--- src/rtl/uart_apb_pkg.sv ---
// ============================================================================
// Module   : uart_apb_pkg
// Brief    : CoreUARTapb register map, STATUS bit indices and scheduler FSM states
// Revision : 1.0 - initial release
// ============================================================================
`default_nettype none

package uart_apb_pkg;

  localparam logic [4:0] c_ADDR_TXDATA = 5'h00;
  localparam logic [4:0] c_ADDR_CTRL1  = 5'h08;
  localparam logic [4:0] c_ADDR_CTRL2  = 5'h0C;
  localparam logic [4:0] c_ADDR_STATUS = 5'h10;

  localparam int c_STATUS_TXRDY = 0;

  typedef enum logic [2:0] {
    INIT1  = 3'd0,
    INIT2  = 3'd1,
    IDLE   = 3'd2,
    POLL_S = 3'd3,
    POLL_A = 3'd4,
    WR_S   = 3'd5,
    WR_A   = 3'd6
  } state_t;

endpackage

`default_nettype wire

--- src/rtl/uart_apb_tx_sched_if.sv ---
// ============================================================================
// Module   : uart_apb_tx_sched_if
// Brief    : Requester handshake plus APB master bundle of the TX scheduler
// Revision : 1.0 - initial release
// ============================================================================
`default_nettype none

interface uart_apb_tx_sched_if #(
  parameter int NREQ = 4
);
  localparam int IDW = $clog2(NREQ);

  logic [NREQ-1:0]   req_valid;
  logic [NREQ*8-1:0] req_data;
  logic [NREQ-1:0]   req_ready;
  logic [IDW-1:0]    grant_id;
  logic              busy;
  logic              err;

  logic              PSEL;
  logic              PENABLE;
  logic              PWRITE;
  logic [4:0]        PADDR;
  logic [7:0]        PWDATA;
  logic [7:0]        PRDATA;
  logic              PREADY;
  logic              PSLVERR;

  modport master (
    input  req_valid, req_data, PRDATA, PREADY, PSLVERR,
    output req_ready, grant_id, busy, err, PSEL, PENABLE, PWRITE, PADDR, PWDATA
  );

  modport slave (
    output req_valid, req_data, PRDATA, PREADY, PSLVERR,
    input  req_ready, grant_id, busy, err, PSEL, PENABLE, PWRITE, PADDR, PWDATA
  );

endinterface

`default_nettype wire

--- src/rtl/uart_rr_arbiter.sv ---
// ============================================================================
// Module   : uart_rr_arbiter
// Brief    : Combinational round-robin arbiter; search starts one past i_last
// Revision : 1.0 - initial release
// ============================================================================
`default_nettype none

module uart_rr_arbiter #(
  parameter  int NREQ = 4,
  localparam int IDW  = $clog2(NREQ)
) (
  input  wire logic [NREQ-1:0] i_req,
  input  wire logic [IDW-1:0]  i_last,
  output logic      [NREQ-1:0] o_grant,
  output logic      [IDW-1:0]  o_idx,
  output logic                 o_any
);

  always_comb begin : p_search
    int             w_pos;
    logic [IDW-1:0] w_cand;
    o_grant = '0;
    o_idx   = '0;
    o_any   = 1'b0;
    w_pos   = 0;
    w_cand  = '0;
    // Offset NREQ wraps back to i_last itself, so it has lowest priority.
    for (int off = 1; off <= NREQ; off++) begin
      w_pos = int'(i_last) + off;
      if (w_pos >= NREQ) w_pos = w_pos - NREQ;
      w_cand = IDW'(w_pos);
      if (!o_any && i_req[w_cand]) begin
        o_any           = 1'b1;
        o_grant[w_cand] = 1'b1;
        o_idx           = w_cand;
      end
    end
  end

endmodule

`default_nettype wire

--- src/rtl/uart_apb_tx_sched.sv ---
// ============================================================================
// Module   : uart_apb_tx_sched
// Brief    : Round-robin TX byte scheduler acting as APB master of CoreUARTapb.
//            Define UART_TX_SCHED_INIT_EN to program CTRL1/CTRL2 after reset.
// Revision : 1.0 - initial release
// ============================================================================
`default_nettype none

module uart_apb_tx_sched
  import uart_apb_pkg::*;
#(
  parameter int          NREQ       = 4,
  parameter logic [12:0] BAUD_VALUE = 13'd1,
  parameter logic [2:0]  MODE_BITS  = 3'b001
) (
  input  wire logic           PCLK,
  input  wire logic           PRESETN,
  uart_apb_tx_sched_if.master bus
);

  localparam int             IDW        = $clog2(NREQ);
  localparam logic [IDW-1:0] c_LAST_RST = IDW'(NREQ - 1);

`ifdef UART_TX_SCHED_INIT_EN
  localparam state_t     c_ENTRY     = INIT1;
  localparam logic [7:0] c_CTRL1_VAL = BAUD_VALUE[7:0];
  localparam logic [7:0] c_CTRL2_VAL = {BAUD_VALUE[12:8], MODE_BITS};
`else
  localparam state_t     c_ENTRY     = IDLE;
`endif

  state_t         r_state;
  logic           r_psel;
  logic           r_penable;
  logic           r_pwrite;
  logic [4:0]     r_paddr;
  logic [7:0]     r_pwdata;
  logic [7:0]     r_byte;
  logic [IDW-1:0] r_last;
  logic [IDW-1:0] r_grant;
  logic           r_busy;
  logic           r_err;

  logic [NREQ-1:0] w_grant;
  logic [IDW-1:0]  w_idx;
  logic            w_any;
  logic            w_done;
  logic            w_txrdy;
  logic            w_unused;

  uart_rr_arbiter #(.NREQ(NREQ)) u_arb (
    .i_req   (bus.req_valid),
    .i_last  (r_last),
    .o_grant (w_grant),
    .o_idx   (w_idx),
    .o_any   (w_any)
  );

  assign w_done   = r_psel & r_penable & bus.PREADY;
  // A slave error on a poll reads as "not ready" so the byte is never lost.
  assign w_txrdy  = bus.PRDATA[c_STATUS_TXRDY] & ~bus.PSLVERR;
  assign w_unused = &{1'b0, bus.PRDATA[7:1]};

  always_ff @(posedge PCLK or negedge PRESETN) begin
    if (!PRESETN) begin
      r_state   <= c_ENTRY;
      r_psel    <= 1'b0;
      r_penable <= 1'b0;
      r_pwrite  <= 1'b0;
      r_paddr   <= '0;
      r_pwdata  <= '0;
      r_byte    <= '0;
      r_last    <= c_LAST_RST;
      r_grant   <= '0;
      r_busy    <= 1'b0;
      r_err     <= 1'b0;
    end else begin
      if (w_done && bus.PSLVERR) r_err <= 1'b1;

      case (r_state)
`ifdef UART_TX_SCHED_INIT_EN
        INIT1: begin
          r_busy <= 1'b1;
          if (!r_psel) begin
            r_psel   <= 1'b1;
            r_pwrite <= 1'b1;
            r_paddr  <= c_ADDR_CTRL1;
            r_pwdata <= c_CTRL1_VAL;
          end else if (!r_penable) begin
            r_penable <= 1'b1;
          end else if (bus.PREADY) begin
            r_penable <= 1'b0;
            r_paddr   <= c_ADDR_CTRL2;
            r_pwdata  <= c_CTRL2_VAL;
            r_state   <= INIT2;
          end
        end
        INIT2: begin
          if (!r_penable) begin
            r_penable <= 1'b1;
          end else if (bus.PREADY) begin
            r_psel    <= 1'b0;
            r_penable <= 1'b0;
            r_pwrite  <= 1'b0;
            r_busy    <= 1'b0;
            r_state   <= IDLE;
          end
        end
`endif
        IDLE: begin
          if (w_any) begin
            r_byte    <= bus.req_data[w_idx*8 +: 8];
            r_grant   <= w_idx;
            r_last    <= w_idx;
            r_psel    <= 1'b1;
            r_penable <= 1'b0;
            r_pwrite  <= 1'b0;
            r_paddr   <= c_ADDR_STATUS;
            r_busy    <= 1'b1;
            r_state   <= POLL_S;
          end
        end
        POLL_S: begin
          r_penable <= 1'b1;
          r_state   <= POLL_A;
        end
        POLL_A: begin
          if (bus.PREADY) begin
            r_penable <= 1'b0;
            if (w_txrdy) begin
              r_pwrite <= 1'b1;
              r_paddr  <= c_ADDR_TXDATA;
              r_pwdata <= r_byte;
              r_state  <= WR_S;
            end else begin
              r_state  <= POLL_S;
            end
          end
        end
        WR_S: begin
          r_penable <= 1'b1;
          r_state   <= WR_A;
        end
        WR_A: begin
          if (bus.PREADY) begin
            r_psel    <= 1'b0;
            r_penable <= 1'b0;
            r_pwrite  <= 1'b0;
            r_busy    <= 1'b0;
            r_state   <= IDLE;
          end
        end
        default: begin
          r_psel    <= 1'b0;
          r_penable <= 1'b0;
          r_pwrite  <= 1'b0;
          r_busy    <= 1'b0;
          r_state   <= c_ENTRY;
        end
      endcase
    end
  end

  assign bus.req_ready = (r_state == IDLE) ? w_grant : '0;
  assign bus.grant_id  = r_grant;
  assign bus.busy      = r_busy;
  assign bus.err       = r_err;
  assign bus.PSEL      = r_psel;
  assign bus.PENABLE   = r_penable;
  assign bus.PWRITE    = r_pwrite;
  assign bus.PADDR     = r_paddr;
  assign bus.PWDATA    = r_pwdata;

endmodule

`default_nettype wire

--- src/flat_wrapper.sv ---
// flat-port wrapper written by rule: the top's interface ports become plain ports
module uart_apb_tx_sched_flat import uart_apb_pkg::*;
#(
  parameter int          NREQ       = 4,
  parameter logic [12:0] BAUD_VALUE = 13'd1,
  parameter logic [2:0]  MODE_BITS  = 3'b001
)
  (PCLK, PRESETN, bus_req_valid, bus_req_data, bus_PRDATA, bus_PREADY, bus_PSLVERR, bus_req_ready, bus_grant_id, bus_busy, bus_err, bus_PSEL, bus_PENABLE, bus_PWRITE, bus_PADDR, bus_PWDATA);
  uart_apb_tx_sched_if #(.NREQ(NREQ)) bus_i ();
  input  wire logic PCLK;
  input  wire logic PRESETN;
  input wire logic [$bits(bus_i.req_valid)-1:0] bus_req_valid;
  input wire logic [$bits(bus_i.req_data)-1:0] bus_req_data;
  input wire logic [$bits(bus_i.PRDATA)-1:0] bus_PRDATA;
  input wire logic [$bits(bus_i.PREADY)-1:0] bus_PREADY;
  input wire logic [$bits(bus_i.PSLVERR)-1:0] bus_PSLVERR;
  output wire logic [$bits(bus_i.req_ready)-1:0] bus_req_ready;
  output wire logic [$bits(bus_i.grant_id)-1:0] bus_grant_id;
  output wire logic [$bits(bus_i.busy)-1:0] bus_busy;
  output wire logic [$bits(bus_i.err)-1:0] bus_err;
  output wire logic [$bits(bus_i.PSEL)-1:0] bus_PSEL;
  output wire logic [$bits(bus_i.PENABLE)-1:0] bus_PENABLE;
  output wire logic [$bits(bus_i.PWRITE)-1:0] bus_PWRITE;
  output wire logic [$bits(bus_i.PADDR)-1:0] bus_PADDR;
  output wire logic [$bits(bus_i.PWDATA)-1:0] bus_PWDATA;
  assign bus_i.req_valid = bus_req_valid;
  assign bus_i.req_data = bus_req_data;
  assign bus_i.PRDATA = bus_PRDATA;
  assign bus_i.PREADY = bus_PREADY;
  assign bus_i.PSLVERR = bus_PSLVERR;
  assign bus_req_ready = bus_i.req_ready;
  assign bus_grant_id = bus_i.grant_id;
  assign bus_busy = bus_i.busy;
  assign bus_err = bus_i.err;
  assign bus_PSEL = bus_i.PSEL;
  assign bus_PENABLE = bus_i.PENABLE;
  assign bus_PWRITE = bus_i.PWRITE;
  assign bus_PADDR = bus_i.PADDR;
  assign bus_PWDATA = bus_i.PWDATA;
  uart_apb_tx_sched #(.NREQ(NREQ), .BAUD_VALUE(BAUD_VALUE), .MODE_BITS(MODE_BITS)) u_core (.PCLK(PCLK), .PRESETN(PRESETN), .bus(bus_i));
endmodule
--- config.mk ---
export PLATFORM = sky130hd
export DESIGN_NAME = uart_apb_tx_sched_flat
export DESIGN_NICKNAME = d
export VERILOG_FILES = /design/src/rtl/uart_apb_pkg.sv /design/src/rtl/uart_apb_tx_sched_if.sv /design/src/rtl/uart_rr_arbiter.sv /design/src/rtl/uart_apb_tx_sched.sv /design/src/flat_wrapper.sv
export SDC_FILE = /design/constraint.sdc
export NUM_CORES = 1
export LEC_CHECK = 0
export ABC_AREA = 0
export ABC_CLOCK_PERIOD_IN_PS = 3800
export CORE_MARGIN = 10
export CORE_UTILIZATION = 45
export DETAILED_ROUTE_END_ITERATION = 6
export DONT_BUFFER_PORTS = 1
export GPL_TIMING_DRIVEN = 0
export SLEW_MARGIN = 20
export SYNTH_ARGS = -nofsm -noshare
export SYNTH_HDL_FRONTEND = slang
export SYNTH_SLANG_ARGS = --single-unit
--- constraint.sdc ---
create_clock -name PCLK -period 3.8 [get_ports PCLK]
set_clock_uncertainty 0.1 [all_clocks]
set_input_delay 0.38 -clock PCLK [delete_from_list [all_inputs] [get_ports PCLK]]
set_output_delay 0.38 -clock PCLK [all_outputs]
set_load 0.05 [all_outputs]
# Word-level counts from Yosys, hierarchy flattened
# Index checks and enable logic that the tools add are counted.
# W data, S select, Z words.
dict set report classes {
  muxes 50
  n_addsub 8
  bitwise_logic 9
  n_lt_le_gt_ge 12
  shift 1
  eq_ne 10
  reduce_logical 22
}
# cell count
set ops {}
lappend ops {{$shiftx A32 B6 Y8} 1}
lappend ops {{$mux W4} 5}
lappend ops {{$mux W1} 17}
lappend ops {{$mux W2} 8}
lappend ops {{$mux W5} 3}
lappend ops {{$pmux W3 S5} 1}
lappend ops {{$lt A2 B3 Y1 const B} 4}
lappend ops {{$mux W3} 4}
lappend ops {{$or A4 B4 Y4} 3}
lappend ops {{$pmux W5 S2} 1}
lappend ops {{$eq A3 B3 Y1 const B} 3}
lappend ops {{$ge A3 B3 Y1 const B} 3}
lappend ops {{$reduce_and A3 Y1} 3}
lappend ops {{$bmux W1 S2} 4}
lappend ops {{$demux W1 S2} 4}
lappend ops {{$ge A2 B1 Y1 const B} 4}
lappend ops {{$logic_and A1 B1 Y1} 8}
lappend ops {{$sub A2 B1 Y2 const B} 4}
lappend ops {{$add A2 B2 Y3 const B} 2}
lappend ops {{$eq A3 B2 Y1 const B} 2}
lappend ops {{$ne A2 B2 Y1 const B} 3}
lappend ops {{$pmux W1 S3} 2}
lappend ops {{$reduce_and A5 Y1} 1}
lappend ops {{$add A2 B3 Y4 const B} 1}
lappend ops {{other kinds (12)} 21}
dict set report totals {
  in_bits 48
  wordCells 122
  register_bits 32
  out_inout_bits 24
}

# Logic depth before layout (Yosys ltp)
# Gate-level depths: netlist of the first run.
dict set report depth {
  word_depth 17
  depth_mapped 12
  depth_no_buf 8
}

# Cells and area by module
# Synthesis of the first run repeated with hierarchy kept, for this count alone.
dict set report unflattened {
  cells_unflattened 180
  hier_area_um2 1970.6
}
# module cells_per_inst area_per_inst_um2 seq_area_each_um2 n_inst
set by_module_without_submodules {}
lappend by_module_without_submodules {uart_apb_tx_sched 112 1445.1 704.4 1}
lappend by_module_without_submodules {uart_rr_arbiter 68 525.5 0.0 1}

# Worst setup path after synthesis of the first run
# No wires, ideal clock.
dict set report synth_path {
  kind {register to output}
  startpoint {reg u_core.r_last[0]}
  endpoint {out bus_req_ready[0]}
  arrival_ps 3294
  required_ps 3320
  stages_incl_launch_ff 11
  path_slack_ps 26
  path_cell_list {dfstp_2 buf_6 clkbuf_8 clkinv_1 ha_1 buf_4 mux4_1 clkbuf_1 nor2_1 a221oi_1 nor2_1}
}
dict set report synth_via {
  elab_chain_len 16
  word_cells_on_any_way 61
  classes_between {add/sub: 8; order compare: 12; mux: 28; bitwise: 3; reduce/logical: 10}
}
# item line_no
set synth_rtl {}
lappend synth_rtl {{start, declared} uart_apb_tx_sched.sv:39} ;# logic [IDW-1:0] r_last;
lappend synth_rtl {{start signal, assigned} uart_apb_tx_sched.sv:73} ;# r_last <= c_LAST_RST;
lappend synth_rtl {{start signal, assigned} uart_apb_tx_sched.sv:114} ;# r_last <= w_idx;
lappend synth_rtl {{parallel branches: the longest is 14 deep, another holds $add A2 B1 Y3} n/a}
lappend synth_rtl {{$mux W4 (*)} uart_rr_arbiter.sv:32} ;# if (!o_any && i_req[w_cand]) begin
lappend synth_rtl {{$mux W4 (*)} uart_apb_tx_sched.sv:164} ;# assign bus.req_ready = (r_state == IDLE) ? w_grant : '0;
lappend synth_rtl {{end, declared} flat_wrapper.sv:17} ;# output wire logic [$bits(bus_i.req_ready)-1:0] bus_req_ready;
# Every way passes the cells marked *. The select of a mux whose other input is x is not followed.

# Final worst setup path of the first run
# Same ends and word-level chain as after synthesis.

==> flow_results.org, run 1 <==
** Place
- The wire-length estimate of the detail-placed layout is 4238 um.
- Dpl cell area :: between 2000 and 2500 um2
- Final estimated routing congestion in global placement :: roughly 0.82
- Count of input and output buffers :: 0
- Total instance count after detailed placement :: approximately 280

** Detailed routing
- The final route contains 1750 vias.
- In this run the top signal layer used is met4.
- First-pass iteration count of the detailed router :: 4
- After detailed routing, the wire length on met1 is 2391 um.
- Via density per instance :: 5.932
- Once detail routing completed, the nets flagged for antenna violations numbered 0.
- DR WL met3 :: 418 um
- Initial DRC count :: 51
- WL final :: 5555 um
- Routed length on met2 :: 2705 um
- Remaining routing DRC violations :: 0
- In the final routed layout, each cell accounts on average for 18.83 um.

** Logic synthesis
- Synthesis instantiated 60 different standard cells from the library.
- Among all flip-flop cells after synthesis, the most frequent one is sky130_fd_sc_hd__dfrtp_1.
- The Yosys step of the flow raised 0 warnings.
- Post-synth design cell area :: around 2200 um2
- Of all flip-flops after synthesis, the portion carrying an async set or reset was 1.000.
- Synth Register Bits :: 28
- Synthesis handed over a netlist of 227 instances.
- Counting flops with a built-in enable in the synthesized netlist gives 0.
- Mapped Avg Cell Area :: 9.491 um2
- Proportion of synthesized chip area in sequential cells :: 0.3269

** Floorplanning
- The floorplan step defined a core boundary enclosing 4692 um2.
- Number of placement rows :: 25
- The die covers 7956 um2.
- between 70 and 80 I/O pins were placed.
- Die Span X :: 89.20 um
- The initial utilization of the core area, before any placement, comes to 0.4592.
- Vertical die dimension :: 89.20 um

** Cells and area
- Final core utilization :: 0.5237
- Of the cells placed in the final design, the portion with a size suffix greater than 1 is 0.2656.
- Summing all multi-input logic gate instances after layout gives 1385 um2.
- After filler insertion, the fill cell instance count of the layout stands at 448.
- Most common cell after layout, fill and taps aside :: sky130_fd_sc_hd__dfrtp_1
- Area of all placed cells without fillers :: around 2500 um2
- The top cell types in the final layout, fill and taps aside, are sky130_fd_sc_hd__dfrtp_1 (25), sky130_fd_sc_hd__nand2_1 (17), sky130_fd_sc_hd__nand3_1 (17), sky130_fd_sc_hd__buf_4 (13), sky130_fd_sc_hd__o21ai_0 (13).
- Area used by sequential logic in the layout :: 704.4 um2
- For this run, the post-layout net count is 298.
- Compared with the post-synthesis result, the final layout area differs by 14.05%.
- The finished layout holds 295 standard cells, fillers aside.
- 0 antenna diodes ended up in the layout.

** Job
- Max-Cap Viols :: 0

** Clock network
- CTS built an H-tree with a depth of 1.
- Clock buffer count from CTS :: 3
- TritonCTS clock tree :: yes
- Clock insertion delay at the later pin of the skew report :: 0.27 ns
- CTS saw 28 sinks.
- In this run the deepest clock path goes through 2 buffers.
- CTS clock-pin slew for the worst setup and hold paths :: 0.09 ns
- CTS Root Buffer Type :: sky130_fd_sc_hd__clkbuf_8

** Outcome
- Result of the run :: completed

** STA
- In the finished design, the share of the clock period the worst path needs comes to 0.9456.
- The count of endpoints failing hold in the final timing report was 0.
- Setup violations remaining at the end of the flow were counted as 0.
- In this run the tightest slew margin relative to its limit is 0.3489.
- Final hold analysis gives a worst-case slack of ~0.17 ns.
- The smallest clock period supported by the final layout is computed as 3.593 ns.
- In the final timing run, aggregate negative setup slack is 0 ns.
- At the pin with the least slew margin, the transition time is 0.9677 ns.
- The count of pins over their slew limit came to 0.
- RSZ-0062 raised after global routing :: false
- Maximum achievable frequency :: 278.3 MHz

** Setup path
- Along the worst path, the maximum fanout reaches 13.
- Kind of start point of the critical path :: flop
- At the worst endpoint, the arrival time is 3.11 ns.
- Critical R2R Launch :: u_core.r_last[0]
- The most critical setup path has its startpoint at u_core.r_last[0].
- Kind of end point of the critical path :: primary output
- Endpoint required time on the critical path :: 3.32 ns
- The critical path in this run is classified as reg -> out.
- Register-to-register setup slack :: 0.36 ns
- Endpoint of the worst-slack reg-to-reg timing path :: u_core.r_byte[0]
- The most critical setup path has its endpoint at bus_req_ready[0].
- The worst register-to-register path has a depth of 11.

** Power
- Static power due to leakage :: 1.043 nW
- VDD IR-drop max :: 449.9 uV
- In this run the power density over the cells is 1036 nW/um2.

** GRT
- The via count of the first global-routing pass came to 1716.
- Aggregate global-route resource usage :: 0.1366
- Largest net degree at the start of global routing :: 29
- First-pass GRT wire length :: 8797 um
- For this run the aggregate overflow at the end of global routing stands at 0.
- Number of antenna violations at the first check in global routing :: 0

** Worst hold path
- The path class of the tightest hold or removal check is in -> reg.
==> synth_stat cells (all sizes together), types with 2 or more instances <==
cell type | count | share of area
a221oi | 4 | 0.016
mux2i | 11 | 0.051
a211oi | 2 | 0.0093
or2b | 3 | 0.010
nor2b | 4 | 0.015
o21a | 2 | 0.010
nor2 | 17 | 0.031
or3b | 2 | 0.0081
a21oi | 11 | 0.026
clkbuf | 8 | 0.019
nand2b | 6 | 0.021
nor3 | 4 | 0.012
mux4 | 3 | 0.033
dfstp | 3 | 0.037
o211ai | 9 | 0.031
dfrtp | 25 | 0.29
nand3 | 17 | 0.039
buf | 12 | 0.043
a2111oi | 2 | 0.011
o2111ai | 7 | 0.037
nand2 | 17 | 0.030
o21ai | 14 | 0.033
a22oi | 4 | 0.014
ha | 8 | 0.046
inv | 4 | 0.0070
mux2 | 10 | 0.056
==> power by group <==
group,switching (mW),internal [mW],total [mW],leakage [nW]
Combinational,0.919,0.671,1.59,0.671
Clock,0.0872,0.0925,0.180,0.0288
Sequential,0.335,0.441,0.776,0.343
Total,1.34,1.20,2.55,1.04
==> registers in the layout (all words and copies together) (netlist names), 2 cells and up <==
signal	flops
u_core.r_last	2
u_core.r_byte	8
u_core.bus.PWDATA	8
u_core.r_state	3
u_core.bus.grant_id	2
==> cell type report <==
cell class	count	share of cell area
plain buffers	19	0.05448
clock buffers	4	0.02240
inverters	5	0.009674
multi-input cells	177	0.5636
flip-flops and latches	28	0.2867
well taps	54	0.02749
repair buffers	8	0.03564
==> through the flow <==
stage               worst slack (ns)  total power [mW]
finish                        0.2067             2.546
global route                 0.02454             2.758
CTS                          0.07154             2.460
detailed placement           -0.4734             2.178
global placement             -0.4714             2.165
floorplan                    0.02571             1.908
==> cells by family (layout without fill, tap and decap cells) <==
family,after synthesis,after routing,synth area share
DFF,28,28,0.3269
AOI/OAI and AO/OA,63,63,0.2207
other,1,4,0.001740
and+or+nand+nor,78,78,0.1934
adders and majority gates,8,8,0.04646
buffers and inverters,25,36,0.07084
muxes,24,24,0.1400
==> metal layers <==
metal / GRT usage / vias to the layer above
met5: 0 / -
li1: - / 865
met2: 0.2211 / 39
met3: 0.03282 / 2
met1: 0.1784 / 844
met4: 0.03179 / 0
==> what timing repair did <==
action	CTS	global route
pin swaps	1	3
hold endpoints to repair	28	0
resized for setup	17	5
setup buffers	0	6
hold buffers	2	0
setup endpoints to repair	9	4
==> worst max-delay path: stages (launching register included) <==
cell,delay (ns)
sky130_fd_sc_hd__dfstp_2,0.58
sky130_fd_sc_hd__buf_6,0.14
sky130_fd_sc_hd__clkbuf_8,0.18
sky130_fd_sc_hd__clkinv_4,0.13
sky130_fd_sc_hd__ha_1,0.30
sky130_fd_sc_hd__buf_4,0.16
sky130_fd_sc_hd__mux4_2,0.58
sky130_fd_sc_hd__clkbuf_4,0.24
sky130_fd_sc_hd__nor2_2,0.18
sky130_fd_sc_hd__a221oi_4,0.05
sky130_fd_sc_hd__nor2_4,0.29
==> how the worst min path moves through the flow <==
| stage | startpoint | endpoint | depth (start not counted) |
|---|---|---|---|
| 6_report | bus_PSLVERR | u_core.bus.err | 1 |
| 5_1_grt | bus_PSLVERR | u_core.bus.err | 1 |
| 3_3_place_gp | PRESETN | u_core.bus.PENABLE | 0 |
| 3_5_place_dp | PRESETN | u_core.bus.PENABLE | 0 |
| 4_1_cts | bus_PSLVERR | u_core.bus.err | 1 |
| 2_1_floorplan | PRESETN | u_core.bus.PADDR[4] | 0 |
No activity file was read; power rests on OpenSTA's default activity.
==> inputs of run 2 (changes only) <==
--- a/config.mk
+++ b/config.mk
@@ -12,6 +12,7 @@
 export DETAILED_ROUTE_END_ITERATION = 6
 export DONT_BUFFER_PORTS = 1
 export GPL_TIMING_DRIVEN = 0
+export PLACE_DENSITY = 0.7
 export SLEW_MARGIN = 20
 export SYNTH_ARGS = -nofsm -noshare
 export SYNTH_HDL_FRONTEND = slang
==> flow_results.org, run 2 (same netlist as run 1, synthesis figures left out) <==
** Power
- The analysis attributes to cell leakage a power of 1.008 nW.
- VDD IR-drop max :: around 700 uV
- Power spread over the standard cell area amounts to 1030 nW/um2.

** STA
- Relative max-transition margin :: 0.3636
- Post-route worst setup slack :: 0.1811 ns
- Timing would allow up to 276.3 MHz.
- Count of endpoints failing hold in the final timing report :: 0
- Of the available clock period, the critical path in the final layout requires 0.9523.
- Counting I/O delays and the setup requirement, the final critical path takes roughly 3.6 ns.
- Pins Over Slew Limit :: 0
- Setup repair after global routing left no endpoint under its margin.
- Transition at the pin with the smallest max-transition slack :: 0.9458 ns
- Final setup violating endpoints :: 0

** Detailed routing
- After detailed routing, the number of remaining DRC violations is 0.
- Initial DRC count :: 71
- Dividing the detail-routed wire length by the instance count gives 18.91 um.
- The routed layout has 1745 vias.
- The final layout contains routed wiring with a total length of 5464 um.
- For this run, the detailed router's first-pass iteration total came to 4.
- Using the TritonRoute via totals, the vias-per-cell ratio works out to about 6.0.
- Count of nets left with antenna violations after detail routing :: 0

** Job
- Max-Cap Viols :: 0

** GRT
- The total overflow left after global routing is 0.
- Via count of the first global-routing pass :: approximately 1600
- Number of antenna violations at the first check in global routing :: 0
- First-pass GRT wire length :: between 8000 and 9000 um
- Largest net degree at the start of global routing :: 29
- For this run, the total global-route usage over all layers was measured as 0.1345.

** Cells and area
- Post-layout net count :: between 200 and 300
- Most common cell after layout, fill and taps aside :: sky130_fd_sc_hd__dfrtp_1
- In the layout the commonest cells are sky130_fd_sc_hd__dfrtp_1 (25), sky130_fd_sc_hd__nand2_1 (17), sky130_fd_sc_hd__nand3_1 (17), sky130_fd_sc_hd__o21ai_0 (13), sky130_fd_sc_hd__nor2_1 (12).
- Final core utilization :: 0.5080
- Layout cells sized above 1 :: 0.2426
- From synthesis to final layout, the design area changed by 10.63%.
- Number of diodes :: 0

** Setup path
- On the critical path, the stage with the largest delay is an instance of sky130_fd_sc_hd__dfstp_2.
- Kind of start point of the critical path :: flop
- On the worst path, the slowest cell contributes a delay of 0.60 ns.
- Startpoint-to-endpoint class of the critical path :: reg -> out
- The cell family contributing the most delay on the critical path is buffers and inverters.
- Endpoint required time on the critical path :: 3.32 ns
- Setup slack on the worst reg-to-reg path comes out at 0.34 ns.
- STA classifies the critical path endpoint as a primary output.
- List of cells traversed by the critical path :: buf_6, clkbuf_8, clkinv_4, ha_1, buf_4, mux4_2, buf_2, a221oi_2, nor2_4
- Total buffers and inverters traversed by the critical path :: 5
- Arrival time of the worst setup path :: 3.14 ns
- Largest fanout on the critical path :: 13

** Clock network
- The clock reaches the later pin of the worst-skew pair after 0.27 ns.
- CTS clock-pin slew for the worst setup and hold paths :: 0.09 ns
- The tree is rooted in a sky130_fd_sc_hd__clkbuf_8.
- Clock tree synthesis found a total of 28 sinks.
- TritonCTS clock tree :: yes
- In this run the number of H-tree levels came out at 1.
- Clock buffer count from CTS :: 3
- Setup Buffers After CTS :: 0
- Buffer levels on the longest clock path :: 2

** Outcome
- Result of the run :: completed

** Floorplanning
- # IOs :: 72
- The total area inside the core boundary comes to between 4000 and 5000 um2.
- The floorplan has 25 rows.
- Die area :: around 8000 um2
- Vertical die dimension :: 89.20 um
- The initial utilization of the core area, before any placement, comes to 0.4592.
- Die Span X :: a little under 90 um

** Place
- Routability-driven placement finished with a final weighted congestion of 0.8388.
- Detailed placement HPWL :: between 4000 and 5000 um
- In this run the tool buffered the top-level ports with 0 buffer cells.
- Worst slack at placement :: -0.4200 ns

** Worst hold path
- The path class of the tightest hold or removal check is in -> reg.
==> run 2: cell count changes in the layout (fill, tap and decap cells not counted), sizes merged <==
cell    change
clkbuf      -1
buf         -5
==> run 2: timing repair <==
item / CTS / global route
pin swaps: 1 / 1
setup endpoints to repair: 8 / 4
hold buffers: 2 / 0
gates resized for setup: 17 / 2
hold endpoints to repair: 28 / 0
==> run 2: area by class of cell <==
class / instances / area, um2
Buffer: 19 / 131.4
Timing Repair Buffer: 2 / 30.03
Tap cell: 54 / 67.56
Inverter: 5 / 23.77
Fill cell: 444 / 2308
Sequential cell: 28 / 704.4
Multi-Input combinational cell: 177 / 1371
Clock buffer: 4 / 55.05
==> run 2: through the flow <==
stage                     hold WS, ns  cell area (um2)  TNS (ns)  cells  power [mW]
after floorplan              -0.01559             2166         0    230       1.908
after global placement       -0.01463             2233    -1.956    284       2.145
after detailed placement     -0.01460             2233    -1.704    284       2.171
after CTS                      0.1598             2377         0    289       2.458
after global routing           0.1597             2384         0    289       2.642
final                          0.1640             2384         0    289       2.455
==> run 2: worst paths after layout <==
kind | startpoint | endpoint | cells past startpoint
setup / recovery | u_core.r_last[0] | bus_req_ready[1] | 9
hold / removal | bus_PSLVERR | u_core.bus.err | 1
setup reg to reg | u_core.r_last[0] | u_core.r_byte[0] | 11
hold reg to reg | u_core.r_byte[5] | u_core.bus.PWDATA[5] | 1
max in group asynchronous | PRESETN | u_core.r_last[1] | 2
min in group asynchronous | PRESETN | u_core.bus.PWRITE | 2
==> run 2: power breakdown <==
group	switching, mW	leakage, nW	internal [mW]	total, mW
logic	0.893	0.637	0.603	1.50
clock network	0.0879	0.0288	0.0927	0.181
registers	0.337	0.343	0.441	0.778
==> run 2: metal layers <==
layer / share of wire / global-route usage / vias to the layer above
met5: 0 / 0 / -
met4: 0.010 / 0.03468 / 0
met3: 0.085 / 0.03829 / 5
met2: 0.49 / 0.2125 / 54
met1: 0.42 / 0.1753 / 828
li1: - / - / 858
